## config.mk

```make
export PLATFORM = sky130hd
export DESIGN_NAME = alu_arbiter
export DESIGN_NICKNAME = d
export VERILOG_FILES = /design/src/rtl/alu_arbiter_pkg.sv /design/src/rtl/alu_arbiter_alu.sv /design/src/rtl/alu_arbiter.sv
export SDC_FILE = /design/constraint.sdc
export NUM_CORES = 1
export LEC_CHECK = 0
export CORE_AREA = 2 2 105 107
export DETAILED_ROUTE_END_ITERATION = 10
export DIE_AREA = 0 0 107 109
export GPL_TIMING_DRIVEN = 0
export HOLD_SLACK_MARGIN = 0.03
export PLACE_DENSITY = 0.86
export SLEW_MARGIN = 40
export SYNTH_ARGS = -nofsm -noshare
export SYNTH_HDL_FRONTEND = slang
export SYNTH_SLANG_ARGS = --single-unit
```

## constraint.sdc

```tcl
create_clock -name clk -period 3.6 [get_ports clk]
set_input_delay 0.72 -clock clk [delete_from_list [all_inputs] [get_ports clk]]
set_output_delay 0.72 -clock clk [all_outputs]
set_load 0.02 [all_outputs]
```

## src/rtl/alu_arbiter_pkg.sv

```systemverilog
// Purpose: shared word width, ALUop encodings, requester ids and slot state
//          for the ALU arbiter and its ALU.
`ifndef ALU_ARBITER_WORD
`define ALU_ARBITER_WORD
`define WORD 16
`endif

package alu_arbiter_pkg;

    localparam int unsigned WORD_W  = `WORD;
    localparam int unsigned ALUOP_W = 5;

    typedef enum logic [ALUOP_W-1:0] {
        OP_ADD   = 5'd0,
        OP_SUB   = 5'd1,
        OP_AND   = 5'd2,
        OP_OR    = 5'd3,
        OP_XOR   = 5'd4,
        OP_SHL   = 5'd5,
        OP_SHR   = 5'd6,
        OP_PASSX = 5'd7
    } alu_op_e;

    localparam logic REQ0 = 1'b0;
    localparam logic REQ1 = 1'b1;

    // Result slot occupancy.
    typedef enum logic {
        SLOT_EMPTY = 1'b0,
        SLOT_FULL  = 1'b1
    } slot_e;

endpackage

```

## src/rtl/alu_arbiter_alu.sv

```systemverilog
// Purpose: purely combinational ALU shared by the arbiter's requesters.
// Ports:
//   op - ALUop (OP_* encodings)
//   x  - operand X
//   y  - operand Y (low bits give the shift amount for shifts)
//   z  - WIDTH-bit result; carries and overflow are discarded
module alu
    import alu_arbiter_pkg::*;
#(
    parameter int unsigned WIDTH = WORD_W,
    parameter int unsigned OPW   = ALUOP_W
) (
    input  logic [OPW-1:0]   op,
    input  logic [WIDTH-1:0] x,
    input  logic [WIDTH-1:0] y,
    output logic [WIDTH-1:0] z
);

    localparam int unsigned SHW = $clog2(WIDTH);

    logic [SHW-1:0] shamt;

    assign shamt = y[SHW-1:0];

    // Operation select; unknown opcodes yield zero.
    always_comb begin
        z = '0;
        case (op)
            OPW'(OP_ADD):   z = x + y;
            OPW'(OP_SUB):   z = x - y;
            OPW'(OP_AND):   z = x & y;
            OPW'(OP_OR):    z = x | y;
            OPW'(OP_XOR):   z = x ^ y;
            OPW'(OP_SHL):   z = x << shamt;
            OPW'(OP_SHR):   z = x >> shamt;
            OPW'(OP_PASSX): z = x;
            default:        z = '0;
        endcase
    end

endmodule

```

## src/rtl/alu_arbiter.sv

```systemverilog
// Purpose: round-robin arbitration of two valid/ready requesters onto one
//          shared ALU, with a one-entry tagged result register.
// Ports:
//   clk, reset                       - clock, async active-high reset
//   reqN_valid/ready/op/x/y (N=0,1)  - requester handshakes and operands;
//                                      readies are combinational
//   res_valid/res_ready              - result handshake
//   res_id                           - requester that owns res_z
//   res_z                            - registered ALU result
module alu_arbiter
    import alu_arbiter_pkg::*;
#(
    parameter int unsigned WIDTH = WORD_W,
    parameter int unsigned OPW   = ALUOP_W
) (
    input  logic             clk,
    input  logic             reset,
    input  logic             req0_valid,
    output logic             req0_ready,
    input  logic [OPW-1:0]   req0_op,
    input  logic [WIDTH-1:0] req0_x,
    input  logic [WIDTH-1:0] req0_y,
    input  logic             req1_valid,
    output logic             req1_ready,
    input  logic [OPW-1:0]   req1_op,
    input  logic [WIDTH-1:0] req1_x,
    input  logic [WIDTH-1:0] req1_y,
    output logic             res_valid,
    input  logic             res_ready,
    output logic             res_id,
    output logic [WIDTH-1:0] res_z
);

    slot_e            slot_q, slot_d;
    logic             res_id_q, res_id_d;
    logic [WIDTH-1:0] res_z_q, res_z_d;
    logic             last_grant_q, last_grant_d;

    logic             gnt_any;
    logic             gnt_id;
    logic             can_accept;
    logic             accept;
    logic [OPW-1:0]   alu_op;
    logic [WIDTH-1:0] alu_x;
    logic [WIDTH-1:0] alu_y;
    logic [WIDTH-1:0] alu_z;

    alu #(
        .WIDTH (WIDTH),
        .OPW   (OPW)
    ) u_alu (
        .op (alu_op),
        .x  (alu_x),
        .y  (alu_y),
        .z  (alu_z)
    );

    // State registers.
    always_ff @(posedge clk or posedge reset) begin
        if (reset) begin
            slot_q       <= SLOT_EMPTY;
            res_id_q     <= REQ0;
            res_z_q      <= '0;
            last_grant_q <= REQ1;
        end else begin
            slot_q       <= slot_d;
            res_id_q     <= res_id_d;
            res_z_q      <= res_z_d;
            last_grant_q <= last_grant_d;
        end
    end

    // Grant, handshake and next-state logic.
    always_comb begin
        slot_d       = slot_q;
        res_id_d     = res_id_q;
        res_z_d      = res_z_q;
        last_grant_d = last_grant_q;

        gnt_any = req0_valid | req1_valid;
        // On contention the requester that did not win last time goes next.
        if (req0_valid && req1_valid) begin
            gnt_id = ~last_grant_q;
        end else begin
            gnt_id = req1_valid ? REQ1 : REQ0;
        end

        can_accept = (slot_q == SLOT_EMPTY) || res_ready;
        req0_ready = !reset && gnt_any && can_accept && (gnt_id == REQ0);
        req1_ready = !reset && gnt_any && can_accept && (gnt_id == REQ1);
        accept     = req0_ready | req1_ready;

        // Requester 0 drives the ALU whenever requester 1 is not granted.
        if (gnt_any && (gnt_id == REQ1)) begin
            alu_op = req1_op;
            alu_x  = req1_x;
            alu_y  = req1_y;
        end else begin
            alu_op = req0_op;
            alu_x  = req0_x;
            alu_y  = req0_y;
        end

        case (slot_q)
            SLOT_EMPTY: begin
                if (accept) begin
                    slot_d = SLOT_FULL;
                end
            end
            SLOT_FULL: begin
                if (!accept && res_ready) begin
                    slot_d = SLOT_EMPTY;
                end
            end
            default: slot_d = SLOT_EMPTY;
        endcase

        if (accept) begin
            res_z_d      = alu_z;
            res_id_d     = gnt_id;
            last_grant_d = gnt_id;
        end
    end

    assign res_valid = (slot_q == SLOT_FULL);
    assign res_id    = res_id_q;
    assign res_z     = res_z_q;

endmodule

```

==> key figures <==
Outcome
  – Status: complete, but fails checks
  – Failing checks: setup timing

Setup path
  – CP arrival: 3.99 ns
  – FF-to-FF setup slack: -0.18 ns
  – Worst path required time: approximately 3.8 ns
  – Crit-path max FO: 7
  – CP startpoint kind: input port
  – Critical Path Sink Type: register
  – CP Class: in -> reg

Clock network
  – CTS max path bufs: 2
  – Hold_buf cts: 0
  – Worst-Skew Late Latency: between 0.2 and 0.3 ns
  – CTS sink count: 19
  – CTS tree: built
  – Clk root buf: clkbuf_8
  – Clock transition at path regs: around 0.080 ns
  – TritonCTS Buffers: 3
  – H-tree depth: 1

Drt
  – Drt first-iter violations: about 1,000
  – Met2 Wirelength: ~11,000 um
  – Drt drc: 0
  – Top Layer Used: met4
  – Post-route ant nets: 0
  – Vias: just under 7,000
  – Metal-1 WL: between 9000 and 10,000 um
  – Final wirelength: ~26,000 um
  – Per-cell routed wire length: approximately 28 um
  – Met3 WL: ~3300 um
  – TritonRoute pass-1 iters: 10
  – Via density: ~7.1

Timing
  – Least-Margin Pin Slew: 0.826 ns
  – Clk_skew: 0.00923 ns
  – Tcrit/Tclk final: 1.06
  – RSZ-0062 raised after global routing: yes
  – Fin. Hold Viols: 0
  – Fmax achieved: ~260 MHz
  – Setup slack after layout: -0.210 ns
  – Min Clock Period, post-route: between 3 and 4 ns
  – Final Slew Violations: 0
  – Setup violators final: 6
  – Slew margin rel.: 0.449

Synth
  – Post-synthesis sequential element count: 19
  – Mapped Area: around 0.0051 mm^2
  – Synth Flop Type: dfrtp_1
  – Post-synth EDFFs: 0
  – Synth cell types: 73
  – Async SR Flop Fraction: 1.00
  – Post-synthesis sequential area ratio: 0.0938
  – Area leader, netlist: mux2i_1
  – Synth warnings: 0
  – Syn Inst Count: between 600 and 700
  – Synth top area share: 0.164
  – Synth area leaders: mux2i_1 16%, ha_1 12%, dfrtp_1 8.9%, nand2_1 4.8%, a21oi_1 4.1%
  – Synthesized area per cell: 7.66 um^2
  – Post-synthesis net count: slightly below 800

Global routing
  – First-pass GRT wire length: around 37,000 um
  – GRT Total Usage: 0.420
  – Initial antenna violation count: 0
  – Largest net degree at the start of global routing: 19
  – Vias in the first global route: 6,315
  – Total grt overflow: 0

Finish
  – Nets@finish: about 940
  – Antenna cell count: 0
  – Area Growth Syn to Fin: 47.8%
  – FF/Latch Area: around 480 um^2
  – Filler cells: ~770
  – Fin cells: 955
  – Share of layout cells above drive strength 1: 0.267
  – Area of the multi-input gates: 0.00489 mm^2

Floorplan
  – Ports: a little under 100
  – Die Ht: 109 um
  – Die area: ~0.012 mm^2
  – Die X-Extent: approximately 110 um
  – Starting density of the core: 0.479
  – Row count: 38
  – CORE AREA: 0.0106 mm^2

Worst hold path
  – Worst hold-check path type: reg -> reg

Power and ir drop
  – Pwr per Cell Area: ~280 mW/mm^2
  – Pleak: 3.25 nW
  – Total chip power: between 0.002 and 0.0025 W
  – Max IR drop VDD: a little under 0.0002 V

Place
  – Placer Congestion: approximately 1.0
  – Port bufs: between 90 and 100
  – Placed Instances: around 900
  – DP HPWL: between 15,000 and 20,000 um

Flow run
  – Total of max-cap violations: 0
layout make-up:
cell class                      instances  area share
Buffer                                 36      0.0458
Clock buffer                            3     0.00550
Clock inverter                          1    0.000666
Inverter                               35      0.0190
Multi-Input combinational cell        569       0.652
Sequential cell                        19      0.0635
Tap cell                              140      0.0233
Timing Repair Buffer                  151       0.190
Timing Repair inverter                  1    0.000666
power breakdown:
| group | switching [W] | leakage [nW] | internal (W) |
|---|---|---|---|
| registers | 0.0000208 | 0.234 | 0.000248 |
| logic | 0.000925 | 2.99 | 0.000723 |
| clock network | 0.0000754 | 0.0255 | 0.0000772 |
| total | 0.00102 | 3.25 | 0.00105 |
cells by family after synthesis:
| logic type | count (synthesis) | synth area share |
|---|---|---|
| AND/OR/NAND/NOR | 199 | 0.178 |
| AO/OA/AOI/OAI | 186 | 0.258 |
| flip-flops | 19 | 0.0938 |
| buffers and inverters | 75 | 0.0677 |
| adder cells (fa/ha/maj) | 48 | 0.120 |
| XOR/XNOR | 26 | 0.0448 |
| multiplexers | 110 | 0.238 |
worst paths after layout:
kind | from | endpoint | cells after the start
max | req0_valid | res_z[12] | 17
max in group asynchronous | reset | last_grant_q | 2
min in group asynchronous | reset | res_z[0] | 2
min reg2reg | res_id | res_id | 1
min | res_id | res_id | 1
max reg2reg | last_grant_q | res_z[12] | 16
cell usage after synthesis (6+ instances only):
| cell | instances |
|---|---|
| a31oi_1 | 10 |
| ha_1 | 47 |
| nand2_1 | 65 |
| xnor2_1 | 23 |
| o211ai_1 | 11 |
| or3_1 | 6 |
| a222oi_1 | 8 |
| nand4_1 | 6 |
| inv_2 | 6 |
| inv_1 | 29 |
| o22ai_1 | 9 |
| nand2b_1 | 7 |
| nor2_1 | 55 |
| clkbuf_1 | 17 |
| a211oi_1 | 17 |
| buf_2 | 17 |
| nor3_1 | 23 |
| mux2_2 | 18 |
| a21oi_1 | 42 |
| o21ai_0 | 26 |
| mux2i_1 | 83 |
| nor2b_1 | 7 |
| nand3_1 | 14 |
| dfrtp_1 | 18 |
flip-flops by register name, indices dropped and copies added (netlist names):
register      count
last_grant_q      1
res_id            1
res_valid         1
res_z            16
critical path: stages:
cell	delay, ns
buf_8	0.10
a21bo_4	0.22
buf_12	0.15
buf_12	0.15
buf_12	0.14
buf_4	0.13
mux2i_1	0.44
inv_1	0.17
ha_2	0.41
o21ai_0	0.10
nor2_1	0.22
a41oi_4	0.19
buf_4	0.18
a21oi_2	0.18
xor2_2	0.25
a21oi_2	0.08
a21oi_1	0.16
cell usage in the layout, fill, tap and decap left out, types with 8 or more instances in the layout:
master	count
mux2i_4	16
nor2_1	52
clkbuf_1	9
a211oi_1	13
mux2_2	17
clkdlybuf4s50_1	70
buf_4	57
dlymetal6s2s_1	16
buf_12	8
xnor2_1	16
mux2i_1	66
o211ai_1	11
dfrtp_1	18
o22ai_1	8
nor3_1	18
o21ai_0	22
a222oi_1	8
mux2i_2	9
a31oi_1	8
nand3_1	11
inv_2	8
ha_1	41
inv_1	24
a21oi_1	36
nand2_1	62
metrics by stage:
step / utilization / cell area, um^2 / setup slack [ns] / hold slack, ns / TNS (ns)
global route: 0.709 / 7510 / -0.226 / 0.513 / -1.10
global placement: 0.592 / 6270 / -1.39 / 0.461 / -18.62
finish: 0.709 / 7510 / -0.210 / 0.483 / -0.600
CTS: 0.668 / 7080 / -0.0392 / 0.483 / -0.0630
detailed placement: 0.592 / 6280 / -1.39 / 0.465 / -18.23
floorplan: - / 5160 / 0.00314 / 0.516 / 0
per-layer routing:
layer,track usage,vias up
met3,0.0867,213
met5,0,-
li1,-,2793
met4,0.267,0
met2,0.653,657
met1,0.531,3124
timing repair:
item,CTS,global route
gates cloned,1,0
endpoints found under the setup margin,17,12
gates resized for setup,127,63
buffers inserted,37,20
pin swaps,30,49
No activity file was read; power rests on OpenSTA's default activity.
